$ cat config.mk
export PLATFORM = sky130hd
export DESIGN_NAME = if_id_fifo
export DESIGN_NICKNAME = d
export VERILOG_FILES = /design/src/rtl/if_id_fifo.sv
export SDC_FILE = /design/constraint.sdc
export NUM_CORES = 1
export LEC_CHECK = 0
export BUFFER_PORTS_ARGS = -buffer_cell sky130_fd_sc_hd__buf_2
export CORE_UTILIZATION = 60
export DETAILED_ROUTE_END_ITERATION = 6
export HOLD_SLACK_MARGIN = 0.15
export PLACE_DENSITY = 0.9
export RECOVER_POWER = 100
export SYNTH_ARGS = -nofsm -noshare
export SYNTH_HDL_FRONTEND = slang
export SYNTH_SLANG_ARGS = --single-unit
export TNS_END_PERCENT = 20
$ cat constraint.sdc
create_clock -name clk -period 12.9 [get_ports clk]
set_input_delay 1.935 -clock clk [delete_from_list [all_inputs] [get_ports clk]]
set_output_delay 1.935 -clock clk [all_outputs]
set_load 0.01 [all_outputs]
$ cat src/rtl/if_id_fifo.sv
// IF/ID decoupling FIFO with predecode branch prediction for conditional branches and JAL.
// Optional macro IF_ID_BHT_EN replaces static backward-taken with a 2-bit saturating BHT.
module if_id_fifo #(
  parameter int ADDR_W    = 32,
  parameter int INST_W    = 32,
  parameter int DEPTH     = 4,
  parameter int BHT_IDX_W = 6
) (
  input  logic              clk,
  input  logic              rst,
  input  logic              flush,
  input  logic              if_valid,
  input  logic [ADDR_W-1:0] if_pc,
  input  logic [INST_W-1:0] if_inst,
  output logic              if_ready,
  output logic              pred_flag,
  output logic [ADDR_W-1:0] pred_tar_addr,
  input  logic              stall_id,
  output logic              id_valid,
  output logic [ADDR_W-1:0] id_pc,
  output logic [INST_W-1:0] id_inst,
  output logic              id_pred_taken,
  output logic [ADDR_W-1:0] id_pred_target,
  input  logic              ex_br_valid,
  input  logic [ADDR_W-1:0] ex_br_pc,
  input  logic              ex_br_taken
);

  localparam int PTR_W = (DEPTH > 1) ? $clog2(DEPTH) : 1;
  localparam int CNT_W = PTR_W + 1;
  localparam logic [CNT_W-1:0] DEPTH_C   = CNT_W'(DEPTH);
  localparam logic [6:0]       OP_BRANCH = 7'b1100011;
  localparam logic [6:0]       OP_JAL    = 7'b1101111;

  logic [ADDR_W-1:0] pc_mem_r    [DEPTH];
  logic [INST_W-1:0] inst_mem_r  [DEPTH];
  logic              taken_mem_r [DEPTH];
  logic [ADDR_W-1:0] tar_mem_r   [DEPTH];

  logic [PTR_W-1:0] wr_ptr_r;
  logic [PTR_W-1:0] rd_ptr_r;
  logic [CNT_W-1:0] count_r;

  logic              full_s;
  logic              empty_s;
  logic              accept_s;
  logic              push_s;
  logic              pop_s;
  logic              br_taken_s;
  logic signed [31:0] b_imm_s;
  logic signed [31:0] j_imm_s;
  logic              pred_flag_s;
  logic [ADDR_W-1:0] pred_tar_s;

  assign full_s   = (count_r == DEPTH_C);
  assign empty_s  = (count_r == {CNT_W{1'b0}});
  // Held low during reset so nothing is accepted or predicted.
  assign accept_s = !rst && !full_s;
  assign if_ready = accept_s;
  assign push_s   = if_valid && accept_s && !flush;
  assign pop_s    = !empty_s && !stall_id && !flush;

  assign b_imm_s = {{19{if_inst[31]}}, if_inst[31], if_inst[7], if_inst[30:25], if_inst[11:8], 1'b0};
  assign j_imm_s = {{11{if_inst[31]}}, if_inst[31], if_inst[19:12], if_inst[20], if_inst[30:21], 1'b0};

`ifdef IF_ID_BHT_EN
  logic [1:0]           bht_r [2**BHT_IDX_W];
  logic [BHT_IDX_W-1:0] rd_idx_s;
  logic [BHT_IDX_W-1:0] up_idx_s;
  logic                 unused_ex_s;

  assign rd_idx_s    = if_pc[BHT_IDX_W+1:2];
  assign up_idx_s    = ex_br_pc[BHT_IDX_W+1:2];
  // Reads see the registered counter, i.e. the pre-update value on a same-index collision.
  assign br_taken_s  = bht_r[rd_idx_s][1];
  assign unused_ex_s = ^{ex_br_pc[ADDR_W-1:BHT_IDX_W+2], ex_br_pc[1:0]};

  // Saturating counter training from resolved branches; flush leaves history intact.
  always_ff @(posedge clk) begin
    if (rst) begin
      for (int i = 0; i < 2**BHT_IDX_W; i++) begin
        bht_r[i] <= 2'b01;
      end
    end else if (ex_br_valid) begin
      if (ex_br_taken && (bht_r[up_idx_s] != 2'b11)) begin
        bht_r[up_idx_s] <= bht_r[up_idx_s] + 2'b01;
      end else if (!ex_br_taken && (bht_r[up_idx_s] != 2'b00)) begin
        bht_r[up_idx_s] <= bht_r[up_idx_s] - 2'b01;
      end
    end
  end
`else
  logic unused_ex_s;

  assign br_taken_s  = if_inst[31];
  assign unused_ex_s = ^{ex_br_valid, ex_br_pc, ex_br_taken};
`endif

  // Predecode of the incoming fetch word into a redirect request.
  always_comb begin
    pred_flag_s = 1'b0;
    pred_tar_s  = {ADDR_W{1'b0}};
    if (if_valid && accept_s) begin
      case (if_inst[6:0])
        OP_BRANCH: begin
          if (br_taken_s) begin
            pred_flag_s = 1'b1;
            pred_tar_s  = if_pc + ADDR_W'(b_imm_s);
          end else begin
            pred_flag_s = 1'b0;
          end
        end
        OP_JAL: begin
          pred_flag_s = 1'b1;
          pred_tar_s  = if_pc + ADDR_W'(j_imm_s);
        end
        default: begin
          pred_flag_s = 1'b0;
        end
      endcase
    end else begin
      pred_flag_s = 1'b0;
    end
  end

  assign pred_flag     = pred_flag_s;
  assign pred_tar_addr = pred_tar_s;

  // Pointer and occupancy tracking; flush outranks push and pop.
  always_ff @(posedge clk) begin
    if (rst || flush) begin
      wr_ptr_r <= {PTR_W{1'b0}};
      rd_ptr_r <= {PTR_W{1'b0}};
      count_r  <= {CNT_W{1'b0}};
    end else begin
      if (push_s) begin
        wr_ptr_r <= wr_ptr_r + PTR_W'(1);
      end
      if (pop_s) begin
        rd_ptr_r <= rd_ptr_r + PTR_W'(1);
      end
      case ({push_s, pop_s})
        2'b10:   count_r <= count_r + CNT_W'(1);
        2'b01:   count_r <= count_r - CNT_W'(1);
        default: count_r <= count_r;
      endcase
    end
  end

  // Entry payload storage; stale contents are masked by the empty check on read.
  always_ff @(posedge clk) begin
    if (push_s) begin
      pc_mem_r[wr_ptr_r]    <= if_pc;
      inst_mem_r[wr_ptr_r]  <= if_inst;
      taken_mem_r[wr_ptr_r] <= pred_flag_s;
      tar_mem_r[wr_ptr_r]   <= pred_tar_s;
    end
  end

  // Head entry presentation; an empty FIFO shows an all-zero bubble.
  always_comb begin
    id_valid       = 1'b0;
    id_pc          = {ADDR_W{1'b0}};
    id_inst        = {INST_W{1'b0}};
    id_pred_taken  = 1'b0;
    id_pred_target = {ADDR_W{1'b0}};
    if (!empty_s) begin
      id_valid       = 1'b1;
      id_pc          = pc_mem_r[rd_ptr_r];
      id_inst        = inst_mem_r[rd_ptr_r];
      id_pred_taken  = taken_mem_r[rd_ptr_r];
      id_pred_target = tar_mem_r[rd_ptr_r];
    end else begin
      id_valid = 1'b0;
    end
  end

endmodule

==> flow_summary.yaml <==
synth:
  synth_nets: 1292
  ys_seq_area_share_pct: 64.8
  syn_avg_cell_area_um2: 16.0
  yosys.cell_types.count: 76
  yosys.cell_count.top_type: "sky130_fd_sc_hd__edfxtp_1"
  synthDominantCellAreaShare_pct: 63.8
  library_cell_with_the_largest_summed_area_after_synthesis: "sky130_fd_sc_hd__edfxtp_1"
  synth-edff-count: 388
  post_synth_inst_count: 1138
  netlist_top_cells_count: "sky130_fd_sc_hd__edfxtp_1, sky130_fd_sc_hd__and2_1, sky130_fd_sc_hd__mux4_2"
  ys.flop_type: "sky130_fd_sc_hd__edfxtp_1"
  synth.ff_latch_count: 397
  postSynth.asyncResetShare_pct: 0
  synth_top_cells_by_area: "sky130_fd_sc_hd__edfxtp_1, sky130_fd_sc_hd__mux4_2, sky130_fd_sc_hd__and2_1"
  netlist_area_um2: 18300
  ys_warn_count: 0
global_route:
  grt_overflow_total: 0
  grt_first_pass_wirelength_mm: 65.2
  grt_usage_pct: 28.1
  number_of_global_route_vias_before_repair: 11244
  grt_start_max_net_pins: 71
  antenna_found_initial: 2
sta:
  rsz0062_at_grt: "false"
  timing_max_transition_violations_final: 533
  worst_clock_skew_ns: 0.0171
  max_freq_ghz: 0.112
  max_slew_margin_pct: -212
  min_period_ns: 8.96
  hold_ws_ns: 0.537
  setup_tns_ns: 0
  timing.final.hold_violations: 0
  worst_slew_pin_slew_ns: 4.68
  finalCritPeriodShare_pct: 69.4
  finalSetupViolCount: 0
critical_path:
  cp_slowest_stage_delay_ns: 2.76
  timing.critical_path.slowest_stage_cell: "sky130_fd_sc_hd__clkbuf_1"
  cp_cell_sequence: "clkbuf_1, clkbuf_1, mux4_2, and2_0, buf_2"
  crit_family: "buffers and inverters"
  worst_path_most_repeated_cell: "sky130_fd_sc_hd__clkbuf_1"
  worstPathMaxFanout: 45
  worstPathRequired_ns: 10.97
  critical_path_arrival_ns: 7.02
  timing.critical_path.from_type: "register"
  worstSetupEndpointType: "primary output"
  criticalPathCategory: "reg -> out"
  critical_path_buf_inv_count: 3
routing:
  maxUsedRoutingLayer: "met5"
  wirelength_mm: 42.5
  routedLengthMet1_mm: 16.6
  first_iter_violations: 882
  via_per_inst: 6.36
  wl_per_cell_um: 24.2
  wl_met2_mm: 21.6
  drtAntennaViolNets: 0
  wl_met3_mm: 3.09
  drc: 0
  via_count: 11185
  drt-pass1-iter-count: 5
final_layout:
  fin_nets: 1491
  areaGrowthSynthToFinish_pct: 13.6
  layout-drive-gt1-share_pct: 19.3
pwr:
  share_seq_of_total_power_pct: 50.3
  power.total_w: 0.00284
  cellInternalPower_w: 0.00223
  p_sw_share_pct: 21.7
  static-leakage-power_nw: 6.96
  power.clock.fraction_pct: 42.0
  vdd_ir_drop_max_mv: 0.123
  power_switching_w: 0.000616
  combPwrFrac_pct: 7.6
  pwr_density_cell_nw_per_um2: 137
cts:
  worstSkewPairLatency_ns: 0.53
  clkSinkCount: 397
  ctsLongestPathBuffers: 3
  clock_tree_from_tritoncts: "built"
  clk_pin_slew_ns: 0.06
  hold_bufs_inserted_after_cts: 0
  root_buffer_master: "sky130_fd_sc_hd__clkbuf_16"
  post-cts-setup-buffers: 0
  cts_buffers: 41
  cells_resized_by_post_cts_repair: 0
  cts.htree.levels: 2
floorplan:
  core.rowCount: 63
  fp.dieArea_um2: 31100
  die_height_um: 176
  floorplan.initialDensity_pct: 61.3
  core_region_area_um2: 29800
  die_w_um: 176
  ioPinCount: 235
job:
  max-cap-violations: 11
run_status:
  outcome: "finished with violations"
  violations_in_the_final_reports: "max-capacitance violations, max-slew violations"
placed_design:
  buffer_ports.inserted: 200
  hpwlAfterDp_mm: 27.5
  gp_congestion: 0.912
min_path:
  hold_class: "reg -> reg"
placed cells by master (no fill, tap or decap), types with 37 or more instances in the layout:
master                      count
sky130_fd_sc_hd__mux4_2        97
sky130_fd_sc_hd__clkbuf_16     41
sky130_fd_sc_hd__edfxtp_1     388
sky130_fd_sc_hd__and2_0        70
sky130_fd_sc_hd__a21oi_1       55
sky130_fd_sc_hd__clkbuf_1     138
sky130_fd_sc_hd__nand2_1       37
sky130_fd_sc_hd__ha_1          48
sky130_fd_sc_hd__buf_2         73
sky130_fd_sc_hd__nor2_1        52
metal layers:
metal | up-vias | global-route usage, %
li1 | 4930 | -
met1 | 5640 | 37.0
met2 | 524 | 47.8
met3 | 89 | 4.50
met4 | 2 | 9.45
met5 | - | 0
path summary, 6_finish.rpt:
| path | startpoint | endpoint | slack [ns] | cells past startpoint |
|---|---|---|---|---|
| max | register | id_inst[13] | 3.94 | 5 |
| min | count_r[2] | count_r[2] | 0.54 | 2 |
| max reg2reg | count_r[1] | pc_mem_r[0][19] | 5.31 | 5 |
| min reg2reg | count_r[2] | count_r[2] | 0.54 | 2 |
layout make-up:
type	count	area [µm²]
repair buffers	211	895
diodes	1	2.50
flip-flops and latches	397	11800
well taps	390	488
inverters	23	86.3
clock buffers	47	1080
multi-input cells	663	6070
clock inverters	26	295
fillers	2009	9040
kinds of logic (layout without fill, tap and decap cells):
family,count (synthesis),after routing,share of synthesized area (%)
adder cells (fa/ha/maj),51,51,3.62
other,0,1,0
AO/OA/AOI/OAI,219,219,8.38
multiplexers,101,101,12.2
AND/OR/NAND/NOR,263,263,7.92
buffers and inverters,78,307,1.73
flip-flops,397,397,64.8
XOR/XNOR,29,29,1.39
flip-flops by register name, indices dropped and copies added (netlist names), named ones only:
register and count:
pc_mem_r 128, inst_mem_r 128, wr_ptr_r 2, count_r 3, taken_mem_r 4, tar_mem_r 128
rd_ptr_r 2
power groups by stage:
stage                     Clock [W]  Combinational, W  Sequential, W
after floorplan                   0          0.000144        0.00146
after global placement            0          0.000214        0.00145
after detailed placement          0          0.000219        0.00146
after CTS                   0.00121          0.000221        0.00143
after global routing        0.00126          0.000236        0.00143
final                       0.00119          0.000216        0.00143
metrics by stage:
step | instance area (µm²) | setup slack (ns) | cells | utilization, %
after floorplan | 18300 | 6.75 | 1138 | -
after global placement | 19600 | 5.51 | 1684 | 65.9
after detailed placement | 19600 | 5.40 | 1684 | 65.9
after CTS | 21000 | 5.39 | 1757 | 70.5
after global routing | 20800 | 2.93 | 1758 | 69.7
final | 20800 | 3.94 | 1758 | 69.7
worst register-to-register path: stages, from the launching register on:
cell                       delay (ns)
sky130_fd_sc_hd__dfxtp_1         0.39
sky130_fd_sc_hd__nor2_1          0.09
sky130_fd_sc_hd__a211oi_1        0.96
sky130_fd_sc_hd__nor2b_1         0.41
sky130_fd_sc_hd__and2_0          3.35
sky130_fd_sc_hd__clkbuf_1        1.92
No activity file was read; power rests on OpenSTA's default activity.
